<file path="src/rtl/counter_run_ctrl.sv">
// Run/pause/step sequencer around a WIDTH-bit up-counter with a DIV_W-bit prescaler.
// Commands are single-cycle pulses; terminal count is either one-shot or auto-reload.
module counter_run_ctrl #(
  parameter int WIDTH = 4,
  parameter int DIV_W = 8
) (
  input  logic             clk,
  input  logic             rst,
  input  logic             start,
  input  logic             stop,
  input  logic             step,
  input  logic             clear,
  input  logic             auto_reload,
  input  logic [WIDTH-1:0] term,
  input  logic [DIV_W-1:0] div,
  output logic [WIDTH-1:0] count,
  output logic [1:0]       state,
  output logic             running,
  output logic             tick,
  output logic             done
);

  typedef enum logic [1:0] {
    S_IDLE  = 2'b00,
    S_RUN   = 2'b01,
    S_PAUSE = 2'b10,
    S_DONE  = 2'b11
  } state_t;

  state_t           state_q, state_d;
  logic [WIDTH-1:0] count_q, count_d;
  logic [DIV_W-1:0] pre_q, pre_d;
  logic             tick_d, done_d;
  logic             adv;
  logic             at_term;

  // Count value after one advance; a terminal hit either reloads to zero or holds.
  function automatic logic [WIDTH-1:0] advance_count(
    input logic [WIDTH-1:0] cur,
    input logic             hit,
    input logic             reload
  );
    if (!hit)
      advance_count = cur + 1'b1;
    else if (reload)
      advance_count = '0;
    else
      advance_count = cur;
  endfunction

  assign at_term = (count_q == term);

  // Command decode and prescaler: decides whether this edge advances the count.
  always_comb begin
    state_d = state_q;
    pre_d   = pre_q;
    count_d = count_q;
    adv     = 1'b0;
    tick_d  = 1'b0;
    done_d  = 1'b0;
    if (clear) begin
      state_d = S_IDLE;
      pre_d   = '0;
      count_d = '0;
    end else begin
      case (state_q)
        S_IDLE, S_PAUSE: begin
          if (!stop) begin
            if (start)
              state_d = S_RUN;
            else if (step)
              adv = 1'b1;
          end
        end
        S_RUN: begin
          if (stop)
            state_d = S_PAUSE;
          else if (pre_q == div) begin
            pre_d = '0;
            adv   = 1'b1;
          end else
            pre_d = pre_q + 1'b1;
        end
        S_DONE: begin
          if (!stop && start) begin
            state_d = S_RUN;
            pre_d   = '0;
            count_d = '0;
          end
        end
        default: state_d = S_IDLE;
      endcase

      // Advance path shared by step and the prescaler; one-shot terminal parks in DONE.
      if (adv) begin
        tick_d  = 1'b1;
        done_d  = at_term;
        count_d = advance_count(count_q, at_term, auto_reload);
        if (at_term && !auto_reload)
          state_d = S_DONE;
      end
    end
  end

  always_ff @(posedge clk or posedge rst) begin
    if (rst) begin
      state_q <= S_IDLE;
      count_q <= '0;
      pre_q   <= '0;
      tick    <= 1'b0;
      done    <= 1'b0;
    end else begin
      state_q <= state_d;
      count_q <= count_d;
      pre_q   <= pre_d;
      tick    <= tick_d;
      done    <= done_d;
    end
  end

  assign count   = count_q;
  assign state   = state_q;
  assign running = (state_q == S_RUN);

endmodule

</file>
<file path="config.mk">
export PLATFORM = sky130hd
export DESIGN_NAME = counter_run_ctrl
export DESIGN_NICKNAME = d
export VERILOG_FILES = /design/src/rtl/counter_run_ctrl.sv
export SDC_FILE = /design/constraint.sdc
export NUM_CORES = 1
export LEC_CHECK = 0
export BUFFER_PORTS_ARGS = -buffer_cell sky130_fd_sc_hd__buf_2
export CORE_MARGIN = 5
export CORE_UTILIZATION = 45
export CTS_CLUSTER_DIAMETER = 60
export DETAILED_ROUTE_END_ITERATION = 8
export PLACE_DENSITY_LB_ADDON = 0.15
export SLEW_MARGIN = 20
export SYNTH_ARGS = -nofsm -noshare
export SYNTH_HDL_FRONTEND = slang
export SYNTH_SLANG_ARGS = --single-unit
</file>
<file path="constraint.sdc">
create_clock -name clk -period 4.1 [get_ports clk]
set_input_delay 1.025 -clock clk [delete_from_list [all_inputs] [get_ports clk]]
set_output_delay 1.025 -clock clk [all_outputs]
set_load 0.02 [all_outputs]
</file>
Word-level counts from Yosys, hierarchy flattened
Index checks and enable logic that the tools add are counted.

word-level totals
  input port bits = 19
  register bits after elaboration = 16
  logic and storage cells = 56

cells by class
  mux-type cells = 30
  eq/ne operators = 8
  reductions and logical operators = 11
  add/sub/neg operators = 2

operators with widths
  cell                                                                   number
  8-bit two-way mux                                                      4
  4-bit two-way mux                                                      6
  8-bit case mux with 2 select lines                                     1
  2-bit two-way mux                                                      7
  1-bit two-way mux                                                      10
  3-bit nonzero test                                                     3
  8-bit by 1-bit adder with 8-bit output, second input constant          1
  8-bit equality test                                                    1
  3-bit != test, second input constant                                   2
  2-bit case mux with 3 select lines                                     1
  3-bit AND reduction                                                    2
  4-bit by 1-bit adder with 4-bit output, second input constant          1
  2-bit equality test, second input constant                             2
  4-bit equality test                                                    1
  4-bit != test, second input constant                                   1
  2-bit by 1-bit equality test with 1-bit output, second input constant  1
  1-bit logical AND                                                      2
  1-bit zero test                                                        2
  2-bit zero test                                                        1
  1-bit case mux with 2 select lines                                     1
  2-bit OR reduction                                                     1

Longest topological paths before layout
  depth in word-level cells = 7
  mapped depth = 5
  mapped depth without buffers = 5

Worst setup path before layout
Ideal clock, no wire load.

  path type = input to register
  start point = in stop
  end point = reg count_q[0] (netlist: count[0])
  required time = 3.961 ns
  path buffers = 0
  stages on the path = 4
  path slack = 1.802 ns
  setup time = 0.139 ns
  arrival time = 2.160 ns
  path through = or3b_4 o31ai_4 mux2i_1 o22ai_1

on the way
  cells in the longest elaborated chain, start to end = 5
  elaborated cells on any way between the ends = 12
  those cells by class = eq/ne (1); mux (6); reduce/logical (5)

RTL lines
  what                                                                line    source
  start, declared                                                     10      input logic stop,
  1-bit two-way mux, on equally long branches                         76, 68
  1-bit case mux with 2 select lines                                  66      case (state_q)
  1-bit two-way mux                                                   61      if (clear) begin
  4-bit != test (no line) (tied with other cells)                     -
  3-bit AND reduction (no line) or 4-bit two-way mux (tied branches)  -
  end signal, assigned                                                114     count_q <= count_d;
  end, declared                                                       31      logic [WIDTH-1:0] count_q, count_d;

Parallel ways exist; a longest one is shown, timed or not. The select of a mux whose other input is x is not followed.
A chain may end at the register's enable or synchronous reset.

Worst setup path in the final report
  start point = in stop
  end point = reg count_q[2] (netlist: count[2])

The elaborated chain is that of the path after synthesis.

==> results.md <==
- Layout cells sized above 1: approximately a quarter
- Clk buf depth: 2
- Post-DP HPWL: between 1500 and 2000 um
- Setup TNS: 0 ns
- Nets: 150
- Avg Vias per Cell: between 5 and 6
- Core outline area: just under 2000 sq um
- Area of the mapped netlist: between 900 and 1000 sq um
- Critical Path Start Type: primary input
- Cells after synthesis: 97
- Die area: ~3100 sq um
- Final Hold Fails: 0
- Vias post-DR: 812
- Total congestion overflow: 0
- Clk slew on worst S/H paths: 0.08 ns
- Clk_lat worst skew: approximately 0.28 ns
- CP required: roughly 4.3 ns
- CP Class: primary input to register
- Antenna diodes: 0
- Area delta synth->final: 20.2%
- First-pass GRT wire length: 3520 um
- Lkg Pwr: 0.531 nW
- Slew HR: around 60%
- Vias in the first global route: between 800 and 900
- # DRC: 0
- Ports: 28
- Max Cap Viol: 0
- Worst-Margin Slew: approximately 0.6 ns
- RSZ-0062 raised after global routing: false
- Detail Route Antenna Nets: 0
- Status: complete, no violations
- Setup crit end kind: register
- Routed len/inst: about 13 um
- GRT Overall Usage: 13.8%
- Synth Register Bits: 16
- Row cnt: 16
- PwrDens: around 250 nW/um^2
- YS warnings: 0
- H-Tree Depth: 1
- Die extent in y: approximately 56 um
- Clock root cell: clkbuf_4
- Worst Path Max Fanout: 5
- Die W: 55.9 um
- Number of fill cells in the layout: between 150 and 200
- Max Freq: 446 MHz
- Mean Syn Cell Area: 9.76 sq um
- Seq. cell area: 400 sq um
- Net Count, Synth: 118
- Top cell type's share of synthesized area: between 40 and 50%
- Multi-input gate area: between 500 and 600 sq um
- Initial Utilization: a little under half
- Max rail drop VDD: ~170 uV
- Seq/Total Area, Yosys: 42.3%
- Global placer's final weighted congestion: 0.758
- CTS Hold Buffers Added: 0
- Distinct cell type count after synthesis: 24
- DRT Pass-1 Iters: 4
- Synth area leaders: dfrtp_1 (42%), xnor2_1 (12%), xor2_1 (5.5%)
- Clk sink count: 16
- CTS tree: built
- Clk_skew: roughly 0.0036 ns
- Largest net degree at the start of global routing: 17
- Final setup viols: 0
- Yosys top cell by area: dfrtp_1
- Final Max Tran Viols: 0
- Placed cells: roughly 150
- Non-Filler Instances: about 150
- Critical Path AT: 2.40 ns
- Postcts setup bufs: 0
- Fin crit share: between 50 and 60%
- CTS Buf Count: 3
- Initial DRC Count: 20
- Hold/Removal Path Class: register to register
- DRT Wirelength: between 2000 and 2500 um
- Post-cts resize count: 0
- Minimum clock period: between 2 and 2.5 ns
- Port Buffers: 27
- Initial antenna violation count: 0
-- synthesized netlist by cell type --
library cell / count
o32ai_1: 2
and4_1: 1
mux2i_1: 2
and3_1: 1
nand3_1: 5
xnor2_1: 13
or3b_4: 1
ha_1: 2
o31ai_4: 1
nand4_1: 7
xor2_1: 6
a21oi_1: 2
nand4b_1: 1
o21ai_0: 1
dfrtp_1: 16
inv_1: 8
o31a_1: 1
and2_1: 3
o2111ai_1: 1
nor2_1: 9
nand2_1: 4
o22ai_1: 4
nor2b_1: 5
or3_1: 1
-- sequential cells by signal, indices dropped and copies added (netlist names) --
| signal | count |
|---|---|
| tick | 1 |
| count | 4 |
| pre_q | 8 |
| done | 1 |
| state | 2 |
-- stage by stage --
stage               total power, W  hold WS (ns)  instance area (sq um)  worst slack (ns)  utilization, %
floorplan                 0.000189         0.525                    947              1.80               -
global placement          0.000206         0.554                   1120              1.60            56.3
detailed placement        0.000207         0.576                   1120              1.57            56.3
CTS                       0.000285         0.594                   1140              1.87            57.4
global route              0.000294         0.603                   1140              1.77            57.4
finish                    0.000284         0.586                   1140              1.86            57.4
-- kinds of logic after synthesis --
| group | Yosys count | share of synthesized area [%] |
|---|---|---|
| AO/OA/AOI/OAI | 12 | 10.2 |
| XOR/XNOR | 19 | 17.6 |
| adder cells (fa/ha/maj) | 2 | 2.64 |
| buffers and inverters | 8 | 3.17 |
| flip-flops | 16 | 42.3 |
| multiplexers | 2 | 2.11 |
| AND/OR/NAND/NOR | 38 | 22.1 |
-- layout by cell type (no fill, tap or decap), drive strengths merged --
master / n
mux2i: 2
buf: 27
nor2b: 5
o31a: 1
nand3: 5
o2111ai: 1
o32ai: 2
nor2: 9
dfrtp: 16
o31ai: 1
xor2: 6
o21ai: 1
xnor2: 13
and3: 1
a21oi: 2
nand2: 4
nand4: 7
or3: 1
ha: 2
o22ai: 4
clkbuf: 3
inv: 8
or3b: 1
and2: 3
and4: 1
nand4b: 1
-- final timing paths --
kind / slack, ns / cells past startpoint / end / start
setup / recovery: 1.86 / 5 / count[2] / stop
hold / removal: 0.59 / 1 / count[0] / count[0]
setup reg to reg: 2.26 / 4 / count[2] / state[0]
hold reg to reg: 0.59 / 1 / count[0] / count[0]
max in group asynchronous: 2.91 / 2 / pre_q[0] / rst
min in group asynchronous: 0.80 / 2 / pre_q[7] / rst
-- report_power, final --
group,leakage [nW],internal (W),switching [W]
combinational,0.296,0.0000178,0.0000224
clock,0.0138,0.0000341,0.0000461
sequential,0.222,0.000160,0.00000340
-- metal layers --
metal	share of wire [%]	global-route usage (%)	vias to the layer above
met3	6.2	3.02	4
met5	0	0	-
met1	43	15.3	380
met4	1.2	5.08	0
met2	49	25.5	28
li1	-	-	400
-- final cells by class --
class                      instances  area share, %
clock buffer                       3           1.98
inverter                           8           2.64
multi-input combinational         73           45.4
sequential                        16           35.2
tap                               27           2.97
timing repair buffer              27           11.9
-- critical path: stages --
cell and delay, ns:
buf_2 0.12, or3b_4 0.41, o31ai_4 0.33, mux2i_1 0.37
o21ai_0 0.14
(Power assumes the default switching activity.)
